**src/rtl/add_arbiter.sv**
```systemverilog
// ============================================================================
// add_arbiter
// ----------------------------------------------------------------------------
// Shares one external combinational adder among NUM_REQ requesters. A winner
// is picked in IDLE, its operands are captured and driven to the adder for
// exactly one cycle (OPER), and the registered sum is returned with the
// requester ID over a valid/ready response channel (RESP).
//
// Build option:
//   ADD_ARB_FIXED_PRIO_EN - when defined, the lowest-index asserted request
//                           always wins and no rotation pointer exists.
//                           When undefined, arbitration is round-robin.
//
// Ports:
//   clk        in   1            system clock, rising edge
//   rst_n      in   1            asynchronous active-low reset
//   req        in   NUM_REQ      per-requester request
//   a_flat     in   NUM_REQ*W    operand A, requester i at [i*W +: W]
//   b_flat     in   NUM_REQ*W    operand B, requester i at [i*W +: W]
//   gnt        out  NUM_REQ      one-hot single-cycle accept pulse
//   add_a      out  W            operand A to shared adder
//   add_b      out  W            operand B to shared adder
//   add_sum    in   W+1          combinational sum from shared adder
//   rsp_valid  out  1            response valid
//   rsp_ready  in   1            response consumer ready
//   rsp_id     out  IDW          requester whose sum is presented
//   rsp_sum    out  W+1          registered sum
// ============================================================================
module add_arbiter #(
    parameter int NUM_REQ = 4,
    parameter int W       = 4,
    localparam int IDW    = $clog2(NUM_REQ)
) (
    input  logic                 clk,
    input  logic                 rst_n,
    input  logic [NUM_REQ-1:0]   req,
    input  logic [NUM_REQ*W-1:0] a_flat,
    input  logic [NUM_REQ*W-1:0] b_flat,
    output logic [NUM_REQ-1:0]   gnt,
    output logic [W-1:0]         add_a,
    output logic [W-1:0]         add_b,
    input  logic [W:0]           add_sum,
    output logic                 rsp_valid,
    input  logic                 rsp_ready,
    output logic [IDW-1:0]       rsp_id,
    output logic [W:0]           rsp_sum
);

    typedef enum logic [1:0] {
        IDLE = 2'd0,
        OPER = 2'd1,
        RESP = 2'd2
    } state_t;

    state_t               state_q, state_d;
    logic [NUM_REQ-1:0]   gnt_q, gnt_d;
    logic [W-1:0]         op_a_q, op_a_d;
    logic [W-1:0]         op_b_q, op_b_d;
    logic [IDW-1:0]       id_q, id_d;
    logic                 rsp_valid_q, rsp_valid_d;
    logic [IDW-1:0]       rsp_id_q, rsp_id_d;
    logic [W:0]           rsp_sum_q, rsp_sum_d;
`ifndef ADD_ARB_FIXED_PRIO_EN
    logic [IDW-1:0]       ptr_q, ptr_d;
`endif

    // Unpack the flat operand buses into per-requester arrays.
    logic [W-1:0] a_arr [NUM_REQ];
    logic [W-1:0] b_arr [NUM_REQ];

    generate
        for (genvar gi = 0; gi < NUM_REQ; gi++) begin : g_unpack
            assign a_arr[gi] = a_flat[gi*W +: W];
            assign b_arr[gi] = b_flat[gi*W +: W];
        end
    endgenerate

    // ------------------------------------------------------------------------
    // Winner selection
    // ------------------------------------------------------------------------
    logic           win_found;
    logic [IDW-1:0] win_idx;

    always_comb begin
        win_found = 1'b0;
        win_idx   = '0;
`ifdef ADD_ARB_FIXED_PRIO_EN
        // Scan downward so the last hit (lowest index) wins.
        for (int i = NUM_REQ - 1; i >= 0; i--) begin
            if (req[i]) begin
                win_found = 1'b1;
                win_idx   = IDW'(i);
            end
        end
`else
        // Scan offsets from farthest to nearest so the last hit is the first
        // set request above ptr_q, wrapping modulo NUM_REQ.
        for (int off = NUM_REQ; off >= 1; off--) begin
            if (req[(int'(ptr_q) + off) % NUM_REQ]) begin
                win_found = 1'b1;
                win_idx   = IDW'((int'(ptr_q) + off) % NUM_REQ);
            end
        end
`endif
    end

    // ------------------------------------------------------------------------
    // Next-state logic
    // ------------------------------------------------------------------------
    always_comb begin
        state_d     = state_q;
        gnt_d       = gnt_q;
        op_a_d      = op_a_q;
        op_b_d      = op_b_q;
        id_d        = id_q;
        rsp_valid_d = rsp_valid_q;
        rsp_id_d    = rsp_id_q;
        rsp_sum_d   = rsp_sum_q;
`ifndef ADD_ARB_FIXED_PRIO_EN
        ptr_d       = ptr_q;
`endif
        case (state_q)
            IDLE: begin
                if (win_found) begin
                    op_a_d         = a_arr[win_idx];
                    op_b_d         = b_arr[win_idx];
                    id_d           = win_idx;
                    gnt_d          = '0;
                    gnt_d[win_idx] = 1'b1;
`ifndef ADD_ARB_FIXED_PRIO_EN
                    ptr_d          = win_idx;
`endif
                    state_d        = OPER;
                end
            end
            OPER: begin
                // The shared adder sees op_a_q/op_b_q this cycle only.
                rsp_sum_d   = add_sum;
                rsp_id_d    = id_q;
                rsp_valid_d = 1'b1;
                gnt_d       = '0;
                state_d     = RESP;
            end
            RESP: begin
                if (rsp_ready) begin
                    rsp_valid_d = 1'b0;
                    state_d     = IDLE;
                end
            end
            default: begin
                state_d = IDLE;
            end
        endcase
    end

    // ------------------------------------------------------------------------
    // State registers
    // ------------------------------------------------------------------------
    always_ff @(posedge clk or negedge rst_n) begin
        if (!rst_n) begin
            state_q     <= IDLE;
            gnt_q       <= '0;
            op_a_q      <= '0;
            op_b_q      <= '0;
            id_q        <= '0;
            rsp_valid_q <= 1'b0;
            rsp_id_q    <= '0;
            rsp_sum_q   <= '0;
        end else begin
            state_q     <= state_d;
            gnt_q       <= gnt_d;
            op_a_q      <= op_a_d;
            op_b_q      <= op_b_d;
            id_q        <= id_d;
            rsp_valid_q <= rsp_valid_d;
            rsp_id_q    <= rsp_id_d;
            rsp_sum_q   <= rsp_sum_d;
        end
    end

`ifndef ADD_ARB_FIXED_PRIO_EN
    // Starting at NUM_REQ-1 makes requester 0 the first winner after reset.
    always_ff @(posedge clk or negedge rst_n) begin
        if (!rst_n) begin
            ptr_q <= IDW'(NUM_REQ - 1);
        end else begin
            ptr_q <= ptr_d;
        end
    end
`endif

    // Adder operands come straight from the capture registers, so they hold
    // their last values outside OPER.
    assign gnt       = gnt_q;
    assign add_a     = op_a_q;
    assign add_b     = op_b_q;
    assign rsp_valid = rsp_valid_q;
    assign rsp_id    = rsp_id_q;
    assign rsp_sum   = rsp_sum_q;

endmodule

```
**config.mk**
```make
export PLATFORM = sky130hd
export DESIGN_NAME = add_arbiter
export DESIGN_NICKNAME = d
export VERILOG_FILES = /design/src/rtl/add_arbiter.sv
export SDC_FILE = /design/constraint.sdc
export NUM_CORES = 1
export LEC_CHECK = 0
export CAP_MARGIN = 20
export CORE_MARGIN = 1.5
export CORE_UTILIZATION = 35
export DETAILED_ROUTE_END_ITERATION = 12
export GPL_ROUTABILITY_DRIVEN = 0
export PLACE_DENSITY = 0.74
export RECOVER_POWER = 50
export SYNTH_ARGS = -nofsm -noshare
export SYNTH_HDL_FRONTEND = slang
export SYNTH_SLANG_ARGS = --single-unit
```
**constraint.sdc**
```tcl
create_clock -name clk -period 1.7 [get_ports clk]
set_input_delay 0.255 -clock clk [delete_from_list [all_inputs] [get_ports clk]]
set_output_delay 0.255 -clock clk [all_outputs]
set_load 0.05 [all_outputs]
```
Word-level counts from Yosys, hierarchy flattened --
Index checks and enable logic that the tools add are counted.
Cells by class: bitwise logic cells 5, muxes and demuxes 35, reductions and logical operators 12, order comparisons 7, add/subtract/negate cells 4, equal/unequal tests 4
Operator list (count):
- $mux 4 | 5
- $bmux 4 s2 | 2
- $lt 3x4->1 const B | 4
- $mux 1 | 14
- $mux 2 | 6
- $bmux 1 s2 | 4
- $pmux 4 s2 | 1
- $reduce_and 2->1 | 4
- $reduce_or 2->1 | 4
- $pmux 2 s3 | 1
- $add 2x1->2 const B | 2
- $add 2x2->2 const B | 2
- $and 1x1->1 const A | 4
- $ne 2x2->1 const B | 2
- $reduce_bool 2->1 | 2
- $ge 3x3->1 const B | 1
- $lt 2x3->1 const B | 1
- $not 2->3 | 1
- $demux 1 s2 | 1
- $eq 2x1->1 const B | 1
- $eq 2x2->1 const B | 1
- $ge 2x1->1 const B | 1
- $logic_not 2->1 | 1
- $pmux 1 s2 | 1
- $logic_and 1x1->1 | 1
Storage, ports and cells: input bits 44, output and inout bits 20, logic and storage cells 76, register bits 26

Logic depth before layout (Yosys ltp) --
Gate-level depths: netlist (run 1).
depth after elaboration 16, mapped depth 7

Worst setup path after synthesis (run 1) --
OpenSTA, ideal clock, no wires.
path type register to register, start point register ptr_q[0], end point register op_a_q[0], in the netlist add_a[0], required time 1.554 ns, cell stages (with the launch flop) 8, path slack 0.071 ns, arrival 1.483 ns, setup time 0.146 ns, period minus slack after synthesis 1.629 ns, cells stage by stage dfstp_2 -> nor2b_1 -> o21ai_2 -> and3_1 -> buf_4 -> buf_6 -> mux2i_1 -> a211oi_1
On the way: longest elaborated chain between the ends 12
Ends and longest elaborated chain:
- start: declaration | line 64 | logic [IDW-1:0] ptr_q, ptr_d;
- start signal: assignment | line 185 | ptr_q <= IDW'(NUM_REQ - 1);
- start signal: assignment | line 187 | ptr_q <= ptr_d;
- $add 2x1->2 | line 99, 101
- $bmux 1 s2 | line 99 | if (req[(int'(ptr_q) + off) % NUM_REQ]) begin
- $mux 1 (implied by the code) (2 in a row) | line 99
- $mux 2 (4 in a row) | line 99
- $not 2->3 (implied by the code) | line 125 | op_a_d = a_arr[win_idx];
- $bmux 4 s2 | line 125
- $mux 4 (implied by the code) (2 in a row) | line 125
- end signal: assignment | line 172 | op_a_q <= op_a_d;
- end: declaration | line 57 | logic [W-1:0] op_a_q, op_a_d;
Several ways; a longest one is shown, not always the timed one. The select of a mux whose other input is x is not followed. A chain may end at the register's enable or synchronous reset.

Final worst setup path (run 1) --
start point input port req[0], end point register op_a_q[3], in the netlist add_a[3]
On the way: longest elaborated chain between the ends 11
Ends and longest elaborated chain:
- start: declaration | line 36 | input logic [NUM_REQ-1:0] req,
- $bmux 1 s2 | line 99
- $mux 1 (implied by the code) (2 in a row) | line 99
- $mux 2 (4 in a row) | line 99
- $not 2->3 (implied by the code) | line 125
- $bmux 4 s2 | line 125
- $mux 4 (implied by the code) (2 in a row) | line 125
Several ways; a longest one is shown, not always the timed one. The select of a mux whose other input is x is not followed.

==> parameters.txt, run 1 <==
Parameter                              Value

Global route
  Wire length of the first global-routing pass    6000 um
  Largest net degree at the start of global routing    27
  Leftover overflow at the end of global routing    0
  Antenna violations before repair    0
  Via count of the first global-routing pass    1,316
  All-layer global routing usage    18.5%

Logic synthesis
  Fraction of the yosys area taken by sequential cells    50.2%
  Yosys cell types    28
  Ranking of synthesized cells by area    dfrtp_1, a211oi_1, mux2i_1, and4_1, mux2_2
  Cell taking the most area after synthesis    dfrtp_1
  Commonest register cell after synthesis    dfrtp_1
  Synth warn    0
  Synthesized area    between 1000 and 1500 um^2
  Average instance area after synthesis    10.7 um^2
  Proportion of netlist area held by the largest area contributor    46.2%
  Net count after synthesis    166
  Most frequently used cell type in the post-synthesis netlist    dfrtp_1
  Mapped Cells    122
  Post-synthesis sequential element count    26
  Number of enable flip-flop cells after synthesis    0
  Async set or reset register ratio after synthesis    100%
  Top cells by count, synth    dfrtp_1, a211oi_1, nor2_1

STA
  Setup repair after global routing missed its margin    yes
  Crit share post-route    a little over nine tenths
  Minimum setup slack in the final design    0.0225 ns
  Slew at the pin with the worst max-slew slack    0.633 ns
  Post-Route Skew    about 0.0034 ns
  Worst slew margin    57.8%
  Post-route minimum period    1.68 ns
  Final setup fails    0
  Fmax    between 500 and 600 MHz
  Minimum hold slack    0.499 ns
  Hold violation total from the final report    0
  Final Max Tran Viols    0
  Post-route setup TNS    0 ns

Min path
  Min-Delay Path Class    reg -> reg

Final layout
  Area occupied by multi-input gates    687 um^2
  Area taken by flip-flops and latches    between 600 and 700 um^2
  Ratio of cells with drive above 1 in the final layout    between 30 and 40%
  Final standard cell utilization of the core    62.3%
  Total number of nets in the final design    243
  P&R area growth vs syn    65.0%
  Diode insertion count for antenna repair    0
  Total of fill cells in the finished design    approximately 280

Critical path
  Crit path DAT    1.82 ns
  Classification of the worst setup path    in -> reg
  Required @ worst endpoint    1.84 ns
  Peak fanout along the critical path    5
  Type of destination of the critical path    flip-flop
  Type of element launching the critical path    input port

CTS
  H-Tree Depth    1
  Clock Sinks    26
  Number of CTS-inserted buffers    3
  Insertion delay to the later sink of the worst-skew pair    approximately 0.26 ns
  TritonCTS clock tree    built
  Buffers from clock root to sink, at most    2
  Buffer type at the clock tree root    clkbuf_8
  Clock-pin slew on the worst setup and hold paths    approximately 0.09 ns

Power
  Overall power    4.08 mW
  Sw Share    48.8%
  Max VDD drop    0.00102 V
  Pwr dens    1900 nW/um^2
  Net switching component of the power    about 2.0 mW
  Cell leakage power    0.906 nW
  Share of power burned in registers    approximately 28%
  Comb pwr share    between 60% and 70%
  Cell internal power dissipation    about 2.1 mW
  Clock share of power    9.6%

Floorplan
  Vert. Die Dim    63.9 um
  FP Rows    21
  Total die area    4090 um^2
  Total I/O pin count    64
  Initial cell density of the core    37.8%
  Core Region    3440 um^2
  Die Wd    63.9 um

Run
  Number of max-capacitance violations reported    0

Route
  Initial DRC count    69
  Total number of vias    between 1,000 and 1,500
  Sum of routed wire length over all layers    between 3000 and 4000 um
  Detailed-router iteration count before antenna repair    4
  Drt via density    5.07
  DRC errors left    0
  Post-detailed-route count of antenna-violating nets    0
  Routed length per placed instance    15.3 um

Place
  Pre-CTS setup slack    -0.492 ns
  Number of buffers inserted by port buffering    63
  Sum of net half-perimeters after detailed placement    2600 um

Status
  Status    completed
-- per-layer routing --
metal  vias to the layer above  routed length (um)  GRT usage, %
li1                        602                   -             -
met1                       593                1560          22.2
met2                        40                1960          32.8
met3                         2                 196          2.82
met4                         0                  30          7.34
met5                         -                   0             0
-- power groups by stage --
stage          Clock [mW]  Combinational, mW  Sequential [mW]
2_1_floorplan           0              0.865             1.86
3_3_place_gp            0               2.36             1.11
3_5_place_dp            0               2.41             1.12
4_1_cts             0.396               2.54             1.11
5_1_grt             0.432               2.73             1.16
6_report            0.393               2.56             1.12
-- kinds of logic after synthesis --
| family | count (synthesis) | share of synthesized area [%] |
|---|---|---|
| DFF | 26 | 50.2 |
| muxes | 14 | 11.4 |
| and+or+nand+nor | 40 | 16.8 |
| buffers and inverters | 9 | 3.66 |
| AOI/OAI and AO/OA | 33 | 17.9 |
-- worst max-delay path, cell delays in order --
cell             delay (ns)
clkdlybuf4s50_1        0.51
nor2_1                 0.09
a211o_1                0.37
inv_2                  0.09
nand2_2                0.08
buf_6                  0.16
a211oi_2               0.18
a211oi_1               0.07
-- path summary, 6_finish.rpt --
check                      depth (start not counted)  slack, ns                  start               endpoint
min in group asynchronous                          2       0.53                  rst_n  rsp_id[1]$_DFFE_PN0P_
hold / removal                                     2       0.50  rsp_id[1]$_DFFE_PN0P_  rsp_id[1]$_DFFE_PN0P_
max in group asynchronous                          2       0.76                  rst_n   add_b[3]$_DFFE_PN0P_
setup / recovery                                   8       0.02                 req[0]   add_a[3]$_DFFE_PN0P_
setup reg to reg                                   7       0.04   ptr_q[0]$_DFFE_PN1P_   add_a[3]$_DFFE_PN0P_
hold reg to reg                                    2       0.50  rsp_id[1]$_DFFE_PN0P_  rsp_id[1]$_DFFE_PN0P_
-- final cells by class --
class                      count  area share (%)
timing repair buffer          77            31.6
multi-input combinational     87            32.0
sequential                    26            30.5
inverter                       4           0.700
clock buffer                   4            2.57
tap                           46            2.68
-- timing repair --
action | CTS | global route
cloned | 1 | 0
pin swaps | 2 | 8
setup endpoints to repair | 11 | 10
resized for setup | 16 | 11
setup buffers | 0 | 1
hold buffers | 0 | 0
-- registers in the layout (all words and copies together) (netlist names) --
register / flops
state_q: 2
rsp_sum: 5
ptr_q: 2
add_b: 4
rsp_id: 2
add_a: 4
rsp_valid: 1
id_q: 2
gnt: 4
-- cells in the final DEF, fill, tap and decap left out, types with 2 or more instances in the layout --
master and instances:
clkbuf_1 7, a211oi_2 9, nor2b_1 3, dfstp_2 2
mux2_2 6, nor2_1 13, o21ai_0 4, or2_2 2
dlygate4sd3_1 2, nand2_1 6, and4_1 8, dfrtp_1 24
buf_6 5, a21oi_1 4, buf_4 21, clkbuf_8 4
a211oi_1 7, mux2i_1 8, inv_1 2, o22ai_1 4
nand2b_1 2, clkdlybuf4s50_1 39, inv_2 2
-- stage by stage --
step	std cells	area [um^2]
floorplan	122	1300
global placement	238	2000
detailed placement	238	2000
CTS	243	2120
global route	244	2140
finish	244	2140
No activity file was read; power rests on OpenSTA's default activity.
==> inputs of run 2 (changes only) <==
- CAP_MARGIN: 20 -> not set
==> results of run 2 <==
The final DEF is identical to that of run 1; final timing and power are the same.
==> inputs of run 3 (changes only) <==
- CTS_CLUSTER_DIAMETER: not set -> 50
==> results of run 3 <==
The final DEF is identical to that of run 1; final timing and power are the same.
